## config.mk

```make
export PLATFORM = sky130hd
export DESIGN_NAME = key_debouncer
export DESIGN_NICKNAME = d
export VERILOG_FILES = /design/src/rtl/key_debouncer.sv
export SDC_FILE = /design/constraint.sdc
export NUM_CORES = 1
export LEC_CHECK = 0
export BUFFER_PORTS_ARGS = -buffer_cell sky130_fd_sc_hd__buf_4
export CAP_MARGIN = 20
export CORE_ASPECT_RATIO = 1.4
export CORE_UTILIZATION = 62
export CTS_CLUSTER_SIZE = 25
export DETAILED_ROUTE_END_ITERATION = 16
export GPL_TIMING_DRIVEN = 0
export PLACE_DENSITY = 0.8
export SYNTH_ARGS = -nofsm -noshare
export SYNTH_HDL_FRONTEND = slang
export SYNTH_SLANG_ARGS = --single-unit
```

## constraint.sdc

```tcl
create_clock -name Clk -period 4.95 [get_ports Clk]
set_input_delay 0.99 -clock Clk [delete_from_list [all_inputs] [get_ports Clk]]
set_output_delay 0.99 -clock Clk [all_outputs]
set_load 0.02 [all_outputs]
```

## src/rtl/key_debouncer.sv

```systemverilog
// N-channel key conditioner: two-flop sync, stable-count debounce,
// press/release pulses and optional auto-repeat per channel.
module key_debouncer #(
   parameter int N_KEYS          = 4,
   parameter bit ACTIVE_LOW      = 1'b1,
   parameter int DEBOUNCE_CYCLES = 50000,
   parameter bit REPEAT_EN       = 1'b0,
   parameter int REPEAT_DELAY    = 25000000,
   parameter int REPEAT_PERIOD   = 5000000
) (
   input  logic              Clk,
   input  logic              Reset,
   input  logic [N_KEYS-1:0] Keys_raw,
   output logic [N_KEYS-1:0] Keys_level,
   output logic [N_KEYS-1:0] Press_pulse,
   output logic [N_KEYS-1:0] Release_pulse,
   output logic              Any_press
);

   localparam int CW = $clog2(DEBOUNCE_CYCLES + 1);
   localparam logic [CW-1:0] CMAX = CW'(DEBOUNCE_CYCLES - 1);
   localparam logic [N_KEYS-1:0] RAW_IDLE = ACTIVE_LOW ? '1 : '0;

   typedef enum logic [1:0] {
      ST_IDLE,
      ST_DELAY,
      ST_REPEAT
   } rpt_state_t;

   logic [N_KEYS-1:0] sync1;
   logic [N_KEYS-1:0] sync2;
   logic [N_KEYS-1:0] s2;
   logic [N_KEYS-1:0] level_prev;
   logic [N_KEYS-1:0] rise;
   logic [N_KEYS-1:0] rpt_fire;
   logic [N_KEYS-1:0] press_nx;

   always_ff @(posedge Clk) begin
      if (Reset) begin
         sync1 <= RAW_IDLE;
         sync2 <= RAW_IDLE;
      end else begin
         sync1 <= Keys_raw;
         sync2 <= sync1;
      end
   end

   // s2 is normalised so that 1 always means pressed
   assign s2 = ACTIVE_LOW ? ~sync2 : sync2;

   for (genvar g = 0; g < N_KEYS; g++) begin : g_ch
      logic [CW-1:0] cnt;
      logic          lvl;
      logic          accept;

      assign accept = (s2[g] != lvl) && (cnt == CMAX);
      assign Keys_level[g] = lvl;

      always_ff @(posedge Clk) begin
         if (Reset) begin
            cnt <= '0;
            lvl <= 1'b0;
         end else if (s2[g] == lvl) begin
            cnt <= '0;
         end else if (accept) begin
            cnt <= '0;
            lvl <= s2[g];
         end else begin
            cnt <= cnt + 1'b1;
         end
      end

      if (REPEAT_EN) begin : g_rpt
         localparam int RMAX = (REPEAT_DELAY > REPEAT_PERIOD) ?
                               REPEAT_DELAY : REPEAT_PERIOD;
         localparam int RW = $clog2(RMAX + 1);
         localparam logic [RW-1:0] RDLY = RW'(REPEAT_DELAY - 1);
         localparam logic [RW-1:0] RPER = RW'(REPEAT_PERIOD - 1);

         rpt_state_t    st;
         rpt_state_t    st_nx;
         logic [RW-1:0] rc;
         logic [RW-1:0] rc_nx;
         logic          fire;

         always_ff @(posedge Clk) begin
            if (Reset) begin
               st <= ST_IDLE;
               rc <= '0;
            end else begin
               st <= st_nx;
               rc <= rc_nx;
            end
         end

         always_comb begin
            st_nx = st;
            rc_nx = rc;
            fire  = 1'b0;
            // an accepted release wins over any pending repeat
            if (accept && lvl) begin
               st_nx = ST_IDLE;
               rc_nx = '0;
            end else begin
               unique case (st)
                  ST_IDLE: begin
                     if (rise[g]) begin
                        st_nx = ST_DELAY;
                        rc_nx = '0;
                     end
                  end
                  ST_DELAY: begin
                     if (rc == RDLY) begin
                        fire  = 1'b1;
                        st_nx = ST_REPEAT;
                        rc_nx = '0;
                     end else begin
                        rc_nx = rc + 1'b1;
                     end
                  end
                  ST_REPEAT: begin
                     if (rc == RPER) begin
                        fire  = 1'b1;
                        rc_nx = '0;
                     end else begin
                        rc_nx = rc + 1'b1;
                     end
                  end
                  default: begin
                     st_nx = ST_IDLE;
                     rc_nx = '0;
                  end
               endcase
            end
         end

         assign rpt_fire[g] = fire;
      end else begin : g_norpt
         assign rpt_fire[g] = 1'b0;
      end
   end

   assign rise     = Keys_level & ~level_prev;
   assign press_nx = rise | rpt_fire;

   always_ff @(posedge Clk) begin
      if (Reset) begin
         level_prev    <= '0;
         Press_pulse   <= '0;
         Release_pulse <= '0;
         Any_press     <= 1'b0;
      end else begin
         level_prev    <= Keys_level;
         Press_pulse   <= press_nx;
         Release_pulse <= ~Keys_level & level_prev;
         Any_press     <= |press_nx;
      end
   end

endmodule

```

# Word level (Yosys, flattened, before mapping)
# Cells that the tools add are included.
dict set report word_totals {
  reg_bits 89
  input_bits 6
  out_inout_bits 13
  word_cells 52
}
dict set report classes {
  n_addsub 4
  eq_ne 12
  n_bitwise 9
  reduce_logical 13
}
# cell count
set ops {}
lappend ops {{16-bit by 1-bit adder with 16-bit output, second input constant} 4}
lappend ops {{16-bit equality test, second input constant} 4}
lappend ops {{4-bit NOT} 3}
lappend ops {{3-bit OR reduction} 4}
lappend ops {{4-bit bitwise AND} 2}
lappend ops {{2-bit AND reduction} 4}
lappend ops {{1-bit equality test} 4}
lappend ops {{1-bit logical AND} 4}
lappend ops {{1-bit inequality test} 4}
lappend ops {{1-bit NOT} 4}
lappend ops {{4-bit OR reduction} 1}

# Depth between registers and ports, before layout
dict set report depth {
  ltp_word 4
  mapped_depth 6
  depth_no_buf 5
}

# Worst setup path after synthesis
# Ideal clock, no wire load.
dict set report synth_timing {
  path_kind {input to register}
  from {input Reset}
  to {register Any_press}
  setup_ps 134
  t_arrival_ps 1961
  required_ps 4816
  slack_ps 2854
  cell_stages 4
  path_buffers 1
  cell_sequence {clkbuf_1 > nor2b_1 > nor2b_1 > or4_1}
}
# element line_no
set synth_rtl {}
lappend synth_rtl {{start, declared} 12} ;# input logic Reset,
lappend synth_rtl {{end signal, assigned} 156} ;# Any_press <= |press_nx;
lappend synth_rtl {{end, declared} 17} ;# output logic Any_press

# Worst setup path in the final report
dict set report layout_timing {
  from {register g_ch[0].lvl}
  to {output Keys_level[0]}
}
# element line_no
set layout_rtl {}
lappend layout_rtl {{start, declared} 53} ;# logic lvl;
lappend layout_rtl {{start signal, assigned} 67} ;# lvl <= s2[g];
lappend layout_rtl {{end, declared} 14} ;# output logic [N_KEYS-1:0] Keys_level,
# No word-level cell between the ends.

==> out/metrics.cfg <==
[timing]
finClkSkew_ps = 8.10
hold_viol_final = 0
slew_violations = 0
post-route-min-period_ps = 2090
setup_viol_count_final = 0
fmax_mhz = 479
fin_setup_tns_ps = 0
slew_headroom_pct = 68.7
setup_ws_ps = 2860
tightest_slew_ps = 470
fin_crit_sh_pct = 42.1
whs_ps = 413
rsz0062_at_grt = no

[drt]
wl_per_cell_um = 12.5
drt_pre_antenna_iters = 4
remaining_drc_errors = 0
ant_nets = 0
postRouteWirelength_um = 6070
drt_iter0_drc = 168
vias_per_cell = 5.56
vias = 2704

[layout]
fillers = 461
multi_input_area_mm2 = 0.00170
final_area_mm2 = 0.00396
final_core_util_pct = 71.7
area_growth_syn_to_layout_pct = 10.8
nets = 423
n_antenna_cell = 0
layout.area.seq_mm2 = 0.00178
drive_gt1_share_pct = 11.7

[die]
die_area_mm2 = 0.00608
rows = 32
io_pins = 19
die_h_um = 91.9
fp.dieW_um = 66.2
core_mm2 = 0.00553
initial_core_util_pct = 64.7

[setup_path]
start_kind = flop
crit_type = reg -> out
crit_top_cell = buf_4
cp_data_required_time_ps = 3960
crit_chain = buf_4 -> buf_4
worstSetupEndpointType = output port
crit_path_top_delay_cell = dfxtp_1
cp_slowest_stage_delay_ps = 470
worstPathArrival_ps = 1100
critPathMaxFanout = 5

[yosys]
synth.distinct_cells = 33
yosysWarnings = 0
yosysSeqAreaShare_pct = 49.8
synth_top_area_share_pct = 49.8
synth_enable_flop_cells = 0
synthCells = 385
yosysTopAreaCell = dfxtp_1
ys_seq_elements = 89
yosys-top-cells-count = dfxtp_1 (89), nor2_1 (64), xnor2_1 (41), nand2_1 (21), nand3_1 (18)
synthFlopType = dfxtp_1
syn_nets = 395
syn_avg_cell_area_um2 = 9.29
yosysMostFrequentCell = dfxtp_1
synth-async-reset-ratio_pct = 0
synth_area_leaders = dfxtp_1 (50%), xnor2_1 (10%), nor2_1 (6.7%)
synth_area_mm2 = 0.00358

[place]
dpl-instance-area_mm2 = 0.00379
post-place-ws_ps = 2610
port_buffers = 17
gp_congestion = 0.842
dp_hpwl_um = 4350

[grt]
antenna_found_initial = 0
grt_pass1_wl_um = 10500
grtUsageTotal_pct = 22.2
grt_max_degree = 15
overflow = 0
grt_pass1_vias = 2483

[power]
power_density_mw_per_mm2 = 296
leakage_nw = 1.25
ir_drop_v = 0.000188

[clock_network]
numClockSinks = 89
cts_made_buffers = 9
cts_setup_buffers = 0
htreeDepth = 3
cts_tree = built
clkTransAtPathRegs_ps = 80
clkLatencyLatePin_ps = 350
post_cts_resized = 0
root_buffer = clkbuf_8
cts_hold_buf = 0
clockBufferDepth = 2

[run]
drv_cap = 0

[worst_hold_path]
hold_path_class = reg -> reg

[run_status]
outcome = finished, final reports clean

stage by stage:
stage,instances,power (mW)
5_1_grt,486,1.22
4_1_cts,486,1.19
3_5_place_dp,470,0.754
6_report,486,1.17
2_1_floorplan,385,0.748
3_3_place_gp,470,0.753
cell families (layout without fill, tap and decap cells):
family	Yosys count	in the layout	synth area share [%]
xor gates and xnor gates	57	57	14.0
AOI/OAI and AO/OA	10	10	1.78
DFF	89	89	49.8
and+or+nand+nor	205	205	30.4
buffers and inverters	20	53	2.62
adders and majority gates	4	4	1.40
report_power, final:
part           switching [mW]  internal, mW  total [mW]
Combinational         0.00938       0.00603      0.0154
Sequential            0.00216         0.719       0.721
Clock                   0.241         0.196       0.437
Total                   0.252         0.922        1.17
per-layer routing:
layer / vias to the layer above / global-route usage, % / routed length (µm)
met5: - / 0 / 0
met4: 0 / 12.4 / 166
met3: 16 / 3.48 / 136
met2: 44 / 37.2 / 2950
met1: 1264 / 26.2 / 2820
li1: 1380 / - / -
flip-flops by register name, indices dropped and copies added (netlist names):
register,flops
Any_press,1
Press_pulse,4
Release_pulse,4
g_ch.cnt,64
g_ch.lvl,4
level_prev,4
sync1,4
sync2,4
area by class of cell:
cell class                 instances  area share [%]
buffer                            12            1.61
tap                               68            2.15
multi-input combinational        276            42.9
timing repair buffer              17            3.22
clock buffer                      12            3.66
sequential                        89            45.0
clock inverter                     4           0.726
inverter                           8           0.758
placed cells by master, fill, tap and decap left out:
cell type and instances:
dfxtp_1 89, nand3_1 18, nor4_1 15, buf_1 2, buf_4 22, or2_0 1
nand4bb_1 1, a21oi_2 1, xor2_1 16, nor3b_1 4, o31ai_1 4, and3_1 7
or2_2 10, clkinv_2 1, clkbuf_8 10, nor4b_1 3, nand2_2 1, or3_1 3
nor2_1 64, clkinvlp_4 2, nand4_1 17, a21oi_1 4, ha_1 4, clkinv_4 1
nand2_1 21, or2_1 1, nor2b_1 8, nor3_1 16, or4_1 4, or4_4 1
o21ai_0 1, clkbuf_1 7, nand4b_1 2, and4_1 2, xnor2_1 41, nor4bb_1 6
inv_1 8
final timing paths:
path | from | endpoint | slack, ps | cells past startpoint
hold reg to reg | sync1[0] | sync2[0] | 410 | 1
setup / recovery | g_ch[0].lvl | Keys_level[0] | 2860 | 2
setup reg to reg | g_ch[2].cnt[0] | g_ch[2].cnt[13] | 2960 | 6
hold / removal | sync1[0] | sync2[0] | 410 | 1
critical path: cells and delay by family, from the launching register on:
kind / cells / cell delay (ps)
buf+inv: 2 / 280
flops: 1 / 470
(Power assumes the default switching activity.)
